File: src/rtl/usb_serial_tx_fifo.sv
// usb_serial_tx_fifo
//   Byte FIFO in front of the USB serial endpoint's uart-side transmit port.
//   Absorbs producer bursts and meters bytes out one strobe at a time,
//   leaving a gap cycle after every strobe. The endpoint deasserts ready
//   one cycle late, so this gap keeps a second load from overwriting the
//   byte it is holding.
//
// Ports
//   clk, reset      : rising-edge clock, synchronous active-high reset
//   wr_data         : byte from producer
//   wr_strobe       : write request, sampled every cycle
//   wr_ready        : FIFO not full
//   wr_almost_full  : count >= AFULL_LEVEL
//   flush           : synchronous clear of contents (status is kept)
//   count           : occupancy 0..DEPTH
//   overflow        : sticky, set when a write is dropped
//   drop_count      : saturating count of dropped writes
//   uart_tx_ready   : endpoint can accept a byte
//   uart_tx_data    : byte to endpoint, held between strobes
//   uart_tx_strobe  : one-cycle load pulse to endpoint
module usb_serial_tx_fifo #(
  parameter int unsigned DEPTH_LOG2  = 6,
  parameter int unsigned AFULL_LEVEL = 60
) (
  input  logic                  clk,
  input  logic                  reset,
  input  logic [7:0]            wr_data,
  input  logic                  wr_strobe,
  output logic                  wr_ready,
  output logic                  wr_almost_full,
  input  logic                  flush,
  output logic [DEPTH_LOG2:0]   count,
  output logic                  overflow,
  output logic [7:0]            drop_count,
  input  logic                  uart_tx_ready,
  output logic [7:0]            uart_tx_data,
  output logic                  uart_tx_strobe
);

  localparam int unsigned          DEPTH     = 1 << DEPTH_LOG2;
  localparam logic [DEPTH_LOG2:0]  DEPTH_CNT = (DEPTH_LOG2 + 1)'(DEPTH);
  localparam logic [DEPTH_LOG2:0]  AFULL_CNT = (DEPTH_LOG2 + 1)'(AFULL_LEVEL);

  logic [7:0]            mem_q [DEPTH];

  logic [DEPTH_LOG2-1:0] wr_ptr_q, wr_ptr_d;
  logic [DEPTH_LOG2-1:0] rd_ptr_q, rd_ptr_d;
  logic [DEPTH_LOG2:0]   count_q, count_d;
  logic                  overflow_q, overflow_d;
  logic [7:0]            drop_count_q, drop_count_d;
  logic [7:0]            tx_data_q, tx_data_d;
  logic                  tx_strobe_q, tx_strobe_d;

  logic full;
  logic wr_accept;
  logic wr_drop;
  logic launch;

  // Full is judged on the pre-edge count; a launch in the same cycle does
  // not make room for a write.
  assign full      = (count_q == DEPTH_CNT);
  assign wr_accept = wr_strobe && !full && !flush;
  assign wr_drop   = wr_strobe &&  full && !flush;
  // !tx_strobe_q forces a gap cycle while the endpoint's ready is still
  // catching up with the previous load.
  assign launch    = (count_q != '0) && uart_tx_ready && !tx_strobe_q && !flush;

  always_comb begin
    wr_ptr_d     = wr_ptr_q;
    rd_ptr_d     = rd_ptr_q;
    count_d      = count_q;
    overflow_d   = overflow_q;
    drop_count_d = drop_count_q;
    tx_data_d    = tx_data_q;
    tx_strobe_d  = 1'b0;

    if (flush) begin
      wr_ptr_d = '0;
      rd_ptr_d = '0;
      count_d  = '0;
    end else begin
      if (wr_accept) begin
        wr_ptr_d = wr_ptr_q + 1'b1;
      end
      if (launch) begin
        rd_ptr_d    = rd_ptr_q + 1'b1;
        tx_data_d   = mem_q[rd_ptr_q];
        tx_strobe_d = 1'b1;
      end
      if (wr_accept && !launch) begin
        count_d = count_q + 1'b1;
      end else if (launch && !wr_accept) begin
        count_d = count_q - 1'b1;
      end
      if (wr_drop) begin
        overflow_d = 1'b1;
        if (drop_count_q != '1) begin
          drop_count_d = drop_count_q + 8'd1;
        end
      end
    end
  end

  always_ff @(posedge clk) begin
    if (reset) begin
      wr_ptr_q     <= '0;
      rd_ptr_q     <= '0;
      count_q      <= '0;
      overflow_q   <= 1'b0;
      drop_count_q <= '0;
      tx_data_q    <= '0;
      tx_strobe_q  <= 1'b0;
    end else begin
      wr_ptr_q     <= wr_ptr_d;
      rd_ptr_q     <= rd_ptr_d;
      count_q      <= count_d;
      overflow_q   <= overflow_d;
      drop_count_q <= drop_count_d;
      tx_data_q    <= tx_data_d;
      tx_strobe_q  <= tx_strobe_d;
    end
  end

  // Storage needs no reset; the pointers and count define valid contents.
  always_ff @(posedge clk) begin
    if (!reset && wr_accept) begin
      mem_q[wr_ptr_q] <= wr_data;
    end
  end

  assign wr_ready       = !full;
  assign wr_almost_full = (count_q >= AFULL_CNT);
  assign count          = count_q;
  assign overflow       = overflow_q;
  assign drop_count     = drop_count_q;
  assign uart_tx_data   = tx_data_q;
  assign uart_tx_strobe = tx_strobe_q;

endmodule

File: config.mk
export PLATFORM = sky130hd
export DESIGN_NAME = usb_serial_tx_fifo
export DESIGN_NICKNAME = d
export VERILOG_FILES = /design/src/rtl/usb_serial_tx_fifo.sv
export SDC_FILE = /design/constraint.sdc
export NUM_CORES = 1
export LEC_CHECK = 0
export ABC_CLOCK_PERIOD_IN_PS = 2900
export BUFFER_PORTS_ARGS = -buffer_cell sky130_fd_sc_hd__buf_2
export CORE_ASPECT_RATIO = 1.2
export CORE_MARGIN = 1.5
export CORE_UTILIZATION = 50
export DETAILED_ROUTE_END_ITERATION = 8
export GPL_ROUTABILITY_DRIVEN = 0
export PLACE_DENSITY = 0.73
export SYNTH_ARGS = -nofsm -noshare
export SYNTH_HDL_FRONTEND = slang
export SYNTH_SLANG_ARGS = --single-unit
File: constraint.sdc
create_clock -name clk -period 2.9 [get_ports clk]
set_input_delay 0.145 -clock clk [delete_from_list [all_inputs] [get_ports clk]]
set_output_delay 0.145 -clock clk [all_outputs]
set_load 0.01 [all_outputs]
# Word-level counts from Yosys, hierarchy flattened

Memories as Yosys holds them, arrays and structs flattened. A register that Yosys moved wholly into a read port is not among the register bits.
Cells that the tools add are included.

Logic and storage cells: 43
Output and inout port bits: 27
RAM bits: 512
Bits in registers: 29
Input bits: 13
Memories: 1

Memory list:

| memory | depth | width | read ports | clocked after memory_dff | wr ports | RTL line | source |
|---|---|---|---|---|---|---|---|
| mem_q  | 64    | 8     | 1          | 1                        | 1        | 44       | `logic [7:0] mem_q [DEPTH];` |

Muxes and demuxes: 5
Bitwise operators: 1
Reduce and logical (&&, ||, !) cells: 22
Add/sub/neg operators: 5
Order comparisons: 1
Eq/ne operators: 2

Operator list:

| cell                                                                  | number |
|---|---|
| 7-bit two-way mux                                                     | 2 |
| 6-bit by 1-bit adder with 6-bit output, second input constant         | 2 |
| 1-bit logical AND                                                     | 10 |
| 8-bit by 1-bit adder with 8-bit output, second input constant         | 1 |
| 8-bit != test, second input constant                                  | 1 |
| 7-bit by 1-bit adder with 7-bit output, second input constant         | 1 |
| 7-bit equality test, second input constant                            | 1 |
| 7-bit by 6-bit >= comparator with 1-bit output, second input constant | 1 |
| 7-bit nonzero test                                                    | 1 |
| 7-bit by 1-bit subtractor with 7-bit output, second input constant    | 1 |
| 1-bit zero test                                                       | 6 |
| 2-bit AND reduction                                                   | 2 |
| 1-bit two-way mux                                                     | 3 |
| 3-bit AND reduction                                                   | 1 |
| 2-bit nonzero test                                                    | 1 |
| 2-bit OR reduction                                                    | 1 |
| 1-bit NOT                                                             | 1 |

# Longest topological paths before layout

Word-level depth: 8
Depth in mapped cells: 11
Gate-level depth less buffers: 11

# Worst setup path after synthesis

Ideal clock, no wire load.

Path kind: reg-to-reg
Start point: reg count_q[2], in the netlist count[2]
End point: reg count_q[6], in the netlist count[6]
Path buffers: 0
Slack: -50 ps
Cell stages (with the launch flop): 12
Library setup time: 123 ps
Data required time: 2777 ps
Arrival: 2827 ps
Clock period less this slack: 2950 ps
Cell sequence: dfxtp_1 > or4_1 > o41a_4 > clkinv_2 > ha_1 > inv_1 > fa_1 > a21o_1 > a21oi_1 > o21a_1 > o211ai_1 > mux2i_1

Longest elaborated chain between the ends: 7
Elaborated cells on any way between the ends: 17
Classes of those cells: 2 x add/sub; 1 x eq/ne; 2 x mux; 12 x reduce/logical

RTL lines:

| element                                                                                             | RTL line | source |
|---|---|---|
| start: declaration                                                                                  | 48       | `logic [DEPTH_LOG2:0] count_q, count_d;` |
| start signal: assignment                                                                            | 116      | `count_q <= count_d;` |
| parallel branches: the longest is 7 deep, another holds 7-bit by 1-bit subtractor with 7-bit output | -        |  |

Several ways; the timed one is not identified. The select of a mux whose other input is x is not followed.
A chain may end at the register's enable or synchronous reset.

==> results_dict.tcl <==
set metrics [dict create \
    r2r-start "rd_ptr_q[2]" \
    fmax_mhz 354 \
    synthFlopType "edfxtp_1" \
    powerDensity_mw_per_mm2 636 \
    worstPathArrival_ns 3.35 \
    hold_path_class "input pin to flop" \
    drcViolationCount 5 \
    grt_pass1_wl_um 73400 \
    synth_cells 1154 \
    power_w 0.0161 \
    status "finished, violations left" \
    die_height_um 232 \
    synth_largest_area_cell "edfxtp_1" \
    diodes 0 \
    drv_slew 0 \
    finalHoldViolCount 0 \
    numCtsBuffers 51 \
    path_max_fanout 17 \
    vias_per_cell 6.01 \
    syn_area_per_cell_um2 18.9 \
    boundaryPins 40 \
    tightest_slew_ns 1.26 \
    synth_edf_count 512 \
    yosys-top-cells-count "edfxtp_1, mux4_2, nor2_1" \
    core_mm2 0.0429 \
    r2r_setup_slack_ns 0.07 \
    slew_headroom 0.163 \
    clk_pin_slew_worst_paths_ns 0.07 \
    dp_hpwl_um 31000 \
    final.fill_count 3034 \
    ys_seq_area_frac 0.738 \
    num-nets-final 1348 \
    clkSinkCount 549 \
    criticalPathCategory "flop to flop" \
    post_drt_wl_per_cell_um 25.5 \
    yosys_warnings 0 \
    cts_buffer_depth 3 \
    via_count 11500 \
    syn-num-nets 1177 \
    htreeDepth 2 \
    antenna_found_initial 1 \
    grt_pass1_vias 11700 \
    synthTopCellsByArea "edfxtp_1, mux4_2, dfxtp_1, mux2i_1, nor2_1" \
    critPathLaunchType "flop" \
    port_buffers 39 \
    track_usage 0.221 \
    drtPass1Iterations 7 \
    setup-violations-final 0 \
    vdd_drop_max_uv 377 \
    hold_depth 6 \
    cts_tree "built" \
    timing.rr.end "uart_tx_data[5]" \
    layout-drive-gt1-share 0.292 \
    syn_to_final_growth_pct 15.7 \
    cts_root_buf "clkbuf_16" \
    drv_cap 0 \
    tns_ns 0 \
    drtIter0Drc 1194 \
    p_leak_nw 8.00 \
    postRouteAntennaNets 0 \
    synth_top_area_frac 0.704 \
    multi_input_area_mm2 0.00536 \
    required_ns 3.43 \
    syn_area_mm2 0.0218 \
    rsz0062_at_grt "yes" \
    totalWireLength_um 48900 \
    critPathCaptureType "flop" \
    die-area_mm2 0.0449 \
    placementRows 83 \
    whs_endpoint "uart_tx_strobe" \
    grt_max_degree 65 \
    synth_seq_cells 549 \
    synth_async_sr_flop_share 0 \
    seqCellArea_mm2 0.0161 \
    finClkSkew_ns 0.0237 \
    initial_utilization 0.509 \
    min_from "uart_tx_ready" \
    synth.most_common_cell "edfxtp_1" \
    overflow 0 \
    synth_cell_types 56 \
    reg2reg_depth 7 \
    finalCritPeriodShare 0.975 \
    period_minus_slack_ns 2.83 \
    die_w_um 194 \
    failed_checks "DRC" \
    insertion_delay_ns 0.58 \
]
==> worst max-delay path by stage <==
stage / startpoint / end / slack, ns / cells past startpoint
2_1_floorplan: count[2] / count[6] / 0.006 / 11
3_3_place_gp: rd_ptr_q[0] / uart_tx_data[7] / 0.03 / 6
3_5_place_dp: rd_ptr_q[0] / uart_tx_data[2] / -0.006 / 6
4_1_cts: count[2] / count[6] / 0.02 / 11
5_1_grt: count[2] / count[6] / -0.01 / 11
6_report: rd_ptr_q[2] / uart_tx_data[5] / 0.07 / 7
==> what timing repair did <==
action / in CTS / in global routing
setup buffers: 1 / 3
hold buffers: 4 / 0
cloned: 0 / 0
endpoints found under the setup margin: 2 / 9
resized for setup: 0 / 7
hold endpoints to repair: 28 / 0
pin swaps: 0 / 1
==> power breakdown <==
part | switching [W] | internal (W)
sequential | 0.0000262 | 0.00867
combinational | 0.000398 | 0.000276
clock | 0.00286 | 0.00384
total | 0.00329 | 0.0128
==> placed cells by master (no fill, tap or decap), drive strengths merged, types with 14 or more instances in the layout <==
master,n
mux2,16
buf,179
dfxtp,37
mux4,103
edfxtp,512
nor2,101
nand2,23
nor3,21
o221ai,19
mux2i,71
clkbuf,60
and2,15
xnor2,14
clkinv,20
==> kinds of logic (layout without fill, tap and decap cells) <==
kind of cell | Yosys count | in the layout | synth area share
adders and majority gates | 10 | 10 | 0.00608
buffers and inverters | 75 | 287 | 0.0185
xor gates and xnor gates | 20 | 20 | 0.00803
AOI/OAI and AO/OA | 96 | 96 | 0.0352
DFF | 549 | 549 | 0.738
muxes | 190 | 190 | 0.147
and+or+nand+nor | 214 | 214 | 0.0468
==> sequential cells by signal (all words and copies together), names as in the netlist <==
signal / cells
count: 7
drop_count: 8
mem_q: 512
overflow: 1
rd_ptr_q: 6
uart_tx_data: 8
uart_tx_strobe: 1
wr_ptr_q: 6
==> critical path, cell delays in order, from the launching register on <==
cell	delay (ns)
dfxtp_4	0.55
nand3b_1	0.34
buf_4	0.28
o221ai_1	0.26
o22ai_1	0.10
a2111oi_0	0.89
buf_4	0.23
a221o_1	0.10
==> per-layer routing <==
metal	track usage	part of all wire
met3	0.0417	0.067
met5	0	0.00027
met2	0.363	0.49
met4	0.112	0.051
met1	0.284	0.39
==> layout make-up <==
type                            instances  area share
Tap cell                              552      0.0273
Multi-Input combinational cell        530       0.212
Timing Repair Buffer                  183      0.0542
Clock inverter                         34      0.0140
Clock buffer                           60      0.0526
Sequential cell                       549       0.638
Inverter                               10     0.00154
==> stage by stage <==
step           setup WS, ns  hold WS [ns]  std cells   util  cell area [um^2]
6_report             0.0735         0.201       1918  0.589             25300
2_1_floorplan       0.00648         0.244       1154      -             21800
3_3_place_gp         0.0269         0.430       1816  0.546             23400
5_1_grt            -0.00963         0.212       1918  0.589             25300
4_1_cts              0.0234         0.183       1915  0.587             25200
3_5_place_dp       -0.00598         0.446       1816  0.546             23400
No activity file was read; power rests on OpenSTA's default activity.
